File: src/rtl/alu_exec.sv
// Multi-cycle ALU: reads two operands from an external register file, executes, writes back.
// Optional define ALU_EXEC_FLAGS_EN adds registered zero/carry flag outputs.
module alu_exec #(
    parameter int DW = 8,
    parameter int AW = 4
) (
    input  logic          clk,
    input  logic          rst_n,
    input  logic          op_valid,
    output logic          op_ready,
    input  logic [2:0]    opcode,
    input  logic [AW-1:0] rd,
    input  logic [AW-1:0] rs1,
    input  logic [AW-1:0] rs2,
    output logic [AW-1:0] rf_addr_r,
    input  logic [DW-1:0] rf_data,
    output logic          rf_we,
    output logic [AW-1:0] rf_addr_w,
    output logic [DW-1:0] rf_wdata,
    output logic          done,
    output logic [DW-1:0] result
`ifdef ALU_EXEC_FLAGS_EN
    ,
    output logic          flag_z,
    output logic          flag_c
`endif
);

    typedef enum logic [2:0] {IDLE, RDA, RDB, EXE, WB} state_e;
    typedef enum logic [2:0] {
        OP_ADD, OP_SUB, OP_AND, OP_OR, OP_XOR, OP_SHL, OP_SHR, OP_MOV
    } alu_op_e;

    state_e          state, state_nxt;
    alu_op_e         opcode_q;
    logic [AW-1:0]   rd_q, rs1_q, rs2_q;
    logic [DW-1:0]   op_a, op_b;
    logic [DW-1:0]   alu_res;

    // NOTE: sequential state uses non-blocking (<=) so every register samples pre-edge values.
    always_ff @(posedge clk or negedge rst_n) begin
        if (!rst_n) begin
            state    <= IDLE;
            opcode_q <= OP_ADD;
            rd_q     <= '0;
            rs1_q    <= '0;
            rs2_q    <= '0;
            op_a     <= '0;
            op_b     <= '0;
            result   <= '0;
        end else begin
            state <= state_nxt;
            case (state)
                IDLE: if (op_valid) begin
                    opcode_q <= alu_op_e'(opcode);
                    rd_q     <= rd;
                    rs1_q    <= rs1;
                    rs2_q    <= rs2;
                end
                RDA:     op_a   <= rf_data;
                RDB:     op_b   <= rf_data;
                EXE:     result <= alu_res;
                default: ;
            endcase
        end
    end

    // NOTE: every always_comb output gets a default first, so no path can infer a latch.
    always_comb begin
        state_nxt = state;
        op_ready  = 1'b0;
        rf_addr_r = '0;
        rf_we     = 1'b0;
        rf_addr_w = '0;
        rf_wdata  = '0;
        done      = 1'b0;
        case (state)
            IDLE: begin
                op_ready = 1'b1;
                if (op_valid) state_nxt = RDA;
            end
            RDA: begin
                rf_addr_r = rs1_q;
                state_nxt = RDB;
            end
            RDB: begin
                rf_addr_r = rs2_q;
                state_nxt = EXE;
            end
            EXE: state_nxt = WB;
            WB: begin
                rf_we     = 1'b1;
                rf_addr_w = rd_q;
                rf_wdata  = result;
                done      = 1'b1;
                state_nxt = IDLE;
            end
            default: state_nxt = IDLE;
        endcase
    end

    always_comb begin
        alu_res = '0;
        case (opcode_q)
            OP_ADD: alu_res = op_a + op_b;
            OP_SUB: alu_res = op_a - op_b;
            OP_AND: alu_res = op_a & op_b;
            OP_OR:  alu_res = op_a | op_b;
            OP_XOR: alu_res = op_a ^ op_b;
            OP_SHL: alu_res = {op_a[DW-2:0], 1'b0};
            OP_SHR: alu_res = {1'b0, op_a[DW-1:1]};
            OP_MOV: alu_res = op_a;
            default: alu_res = '0;
        endcase
    end

`ifdef ALU_EXEC_FLAGS_EN
    logic [DW:0] ext_sum, ext_diff;
    logic        alu_c;

    assign ext_sum  = {1'b0, op_a} + {1'b0, op_b};
    assign ext_diff = {1'b0, op_a} - {1'b0, op_b};

    // Carry is the 9th sum bit for ADD, the borrow for SUB, and the shifted-out bit for shifts.
    always_comb begin
        alu_c = 1'b0;
        case (opcode_q)
            OP_ADD:  alu_c = ext_sum[DW];
            OP_SUB:  alu_c = ext_diff[DW];
            OP_SHL:  alu_c = op_a[DW-1];
            OP_SHR:  alu_c = op_a[0];
            default: alu_c = 1'b0;
        endcase
    end

    always_ff @(posedge clk or negedge rst_n) begin
        if (!rst_n) begin
            flag_z <= 1'b0;
            flag_c <= 1'b0;
        end else if (state == EXE) begin
            flag_z <= (alu_res == '0);
            flag_c <= alu_c;
        end
    end
`endif

endmodule

File: config.mk
export PLATFORM = sky130hd
export DESIGN_NAME = alu_exec
export DESIGN_NICKNAME = d
export VERILOG_FILES = /design/src/rtl/alu_exec.sv
export SDC_FILE = /design/constraint.sdc
export NUM_CORES = 1
export LEC_CHECK = 0
export CELL_PAD_IN_SITES_DETAIL_PLACEMENT = 1
export CELL_PAD_IN_SITES_GLOBAL_PLACEMENT = 2
export CORE_UTILIZATION = 35
export DETAILED_ROUTE_END_ITERATION = 10
export GPL_ROUTABILITY_DRIVEN = 0
export GPL_TIMING_DRIVEN = 0
export PLACE_DENSITY = 0.95
export SKIP_LAST_GASP = 1
export SYNTH_ARGS = -nofsm -noshare
export SYNTH_HDL_FRONTEND = slang
export SYNTH_SLANG_ARGS = --single-unit
File: constraint.sdc
create_clock -name clk -period 5.35 [get_ports clk]
set_input_delay 1.07 -clock clk [delete_from_list [all_inputs] [get_ports clk]]
set_output_delay 1.07 -clock clk [all_outputs]
set_load 0.005 [all_outputs]
==> results.yml <==
route:
  viasPerCell: 5.07
  wl_um: 7170
  firstDrtPassIters: 4
  wl_per_cell_um: 15.9
  drt_iter0_drc: 107
  ant_nets: 0
  dr_total_vias: 2292
  drc: 0
grt:
  overflow: 0
  grt_pass1_wl_um: 12000
  grt_use_total_pct: 18.2
  grt_max_degree: 24
  antenna_found_initial: 0
  grt_pass1_vias: 2431
power:
  clock_power_share_pct: 8.9
  leakagePower_nw: 1.57
  internal_power_w: 0.00136
  p_sw_w: 0.00109
  p_sw_share_pct: 44.6
  p_per_area_nw_per_um2: 682
  peakVddDrop_uv: 240
  comb_power_share_pct: 65.6
  pwr-share-seq_pct: 25.5
synth:
  yosysWarnings: 0
  ys_ff_latch: 42
  synth_cell_type_count: 47
  ys_seq_area_share_pct: 37.1
  syn_inst: 289
  synth_area_um2: 2840
  synth.net_count: 340
  syn_avg_cell_area_um2: 9.81
timing:
  final-max-slew-violation-count: 0
  whs_ns: 0.503
  hold_viol_final: 0
  finClkSkew_ns: 0.0166
  tns_ns: 0
  fin_crit_sh_pct: 63.1
  tightest_slew_ns: 0.586
  finalSetupViolCount: 0
  slew_headroom_pct: 60.9
  rsz0062_at_grt: "no"
  period_minus_slack_ns: 3.38
  fmax_mhz: 296
run:
  cap_violations: 0
clock_tree:
  clk_pin_slew_worst_paths_ns: 0.09
  cts.sinks: 42
  numCtsBuffers: 5
  clk_latency_ns: 0.32
  cts_tree: "built"
  post_cts_resized: 0
  cts_buffer_depth: 2
  htree_num_levels: 2
  clockRootBuffer: "clkbuf_8"
  ctsHoldBuffers: 0
  post_cts_buffers: 0
floorplan:
  die-height_um: 92.0
  ios: 53
  num_rows: 32
  core_area_um2: 7770
  dieArea_um2: 8460
  start_util_pct: 36.5
  fp.dieW_um: 92.0
setup_path:
  critPathKind: "reg -> out"
  crit_path_end_kind: "output pin"
  regToRegSetupSlack_ns: 2.62
  cp.required_ns: 4.28
  worstPathArrival_ns: 2.31
  crit_fanout: 10
  crit_path_start_kind: "flop"
final_layout:
  layout-drive-gt1-share_pct: 11.7
  area_growth_pct: 26.8
  layout.nets: 400
  fill_cells: 912
  antenna_cells: 0
min_path:
  hp-class: "reg -> reg"
run_status:
  status: "finished, final reports clean"
place:
  post-dp-hpwl_um: 5680
  port_buffers: 52
metal layers:
layer	up-vias	global-route usage [%]	share of wire, %
met4	0	6.90	2.2
met3	14	2.32	3.2
li1	1118	-	-
met5	-	0	0
met1	1102	22.7	46
met2	58	31.8	49
worst max-delay path: stages, from the launching register on:
cell	delay [ns]
dfrtp_1	0.44
nor3b_1	0.31
clkbuf_1	0.49
a22o_1	0.24
clkdlybuf4s50_1	0.51
final timing paths:
check / startpoint / endpoint / depth (start not counted)
min in group asynchronous: rst_n / state[1] / 1
hold / removal: result[1] / result[1] / 2
setup / recovery: state[1] / rf_addr_r[2] / 4
hold reg to reg: result[1] / result[1] / 2
max in group asynchronous: rst_n / op_b[5] / 2
setup reg to reg: opcode_q[0] / result[3] / 10
metrics by stage:
stage | area [um2] | power, W | utilization [%] | setup WS [ns] | std cells
finish | 3600 | 0.00245 | 46.3 | 1.97 | 452
global route | 3600 | 0.00267 | 46.3 | 1.81 | 452
CTS | 3600 | 0.00247 | 46.3 | 1.93 | 452
detailed placement | 3510 | 0.00224 | 45.1 | 2.28 | 444
global placement | 3480 | 0.00216 | 44.8 | 2.15 | 443
floorplan | 2840 | 0.00172 | - | 3.02 | 289
power groups by stage:
stage / clock (W) / combinational (W) / sequential [W]
2_1_floorplan: 0 / 0.00113 / 0.000591
4_1_cts: 0.000222 / 0.00162 / 0.000626
5_1_grt: 0.000229 / 0.00179 / 0.000652
3_3_place_gp: 0 / 0.00154 / 0.000620
3_5_place_dp: 0 / 0.00160 / 0.000633
6_report: 0.000218 / 0.00161 / 0.000626
layout by cell type, fill, tap and decap left out, types with 2 or more instances in the layout:
| master | count |
|---|---|
| ha_1 | 24 |
| mux2i_1 | 5 |
| and2_1 | 14 |
| mux4_2 | 4 |
| clkbuf_8 | 5 |
| and3_1 | 5 |
| nand2_1 | 33 |
| dfrtp_1 | 42 |
| mux2_2 | 14 |
| inv_1 | 23 |
| clkdlybuf4s50_1 | 51 |
| a31oi_1 | 2 |
| o21ai_1 | 2 |
| nand3b_1 | 3 |
| nand2b_1 | 2 |
| buf_4 | 4 |
| nor3b_1 | 3 |
| mux4_1 | 2 |
| buf_6 | 2 |
| nor2_1 | 9 |
| a21oi_1 | 13 |
| a22o_1 | 4 |
| buf_2 | 4 |
| o21ai_0 | 30 |
| nor3_1 | 6 |
| clkbuf_1 | 6 |
| xnor2_1 | 10 |
| nand4b_1 | 3 |
synthesized netlist by cell type, drive strengths merged:
library cell | number | area share, %
dfrtp | 42 | 37
nand2 | 33 | 4.4
o21ai | 32 | 5.6
ha | 24 | 11
inv | 23 | 3.0
and2 | 14 | 3.1
mux2 | 14 | 5.6
a21oi | 13 | 2.3
buf | 10 | 3.1
xnor2 | 10 | 3.1
nor2 | 9 | 1.2
clkbuf | 6 | 0.79
mux4 | 6 | 5.0
nor3 | 6 | 1.1
and3 | 5 | 1.1
mux2i | 5 | 1.8
nor3b | 5 | 1.9
a22o | 4 | 1.2
nand3b | 3 | 0.79
nand4b | 3 | 0.93
a31oi | 2 | 0.44
nand2b | 2 | 0.44
o311ai | 2 | 0.62
a21o | 1 | 0.26
a221o | 1 | 0.35
a221oi | 1 | 0.31
a41oi | 1 | 0.31
and2b | 1 | 0.26
and3b | 1 | 0.31
fa | 1 | 0.71
nor2b | 1 | 0.22
o211ai | 1 | 0.26
o21a | 1 | 0.26
o21bai | 1 | 0.26
o221ai | 1 | 0.31
o22ai | 1 | 0.22
or2 | 1 | 0.22
or2b | 1 | 0.26
or3b | 1 | 0.31
sequential cells by signal, indices dropped and copies added, names as in the netlist:
name	count
rs2_q	4
rs1_q	4
opcode_q	3
rd_q	4
state	3
result	8
op_b	8
op_a	8
layout make-up:
cell class              instances  area [um2]  share of cell area, %
clock inverters                 3        21.3                  0.592
repair buffers                 53         543                   15.1
multi-input cells             208        1590                   44.2
plain buffers                  16         110                   3.06
inverters                      23        86.3                   2.40
clock buffers                   5        68.8                   1.91
flip-flops and latches         42        1050                   29.2
well taps                     102         128                   3.55
logic make-up (layout without fill, tap and decap cells):
family | count (synthesis) | in the layout | synth area share, %
buf+inv | 39 | 100 | 6.93
mux | 25 | 25 | 12.4
compound gates | 62 | 62 | 12.8
flops | 42 | 42 | 37.1
xor+xnor | 10 | 10 | 3.09
simple gates | 86 | 86 | 16.5
fa+ha+maj | 25 | 25 | 11.3
Note: power is estimated with default switching activity, not from simulation.
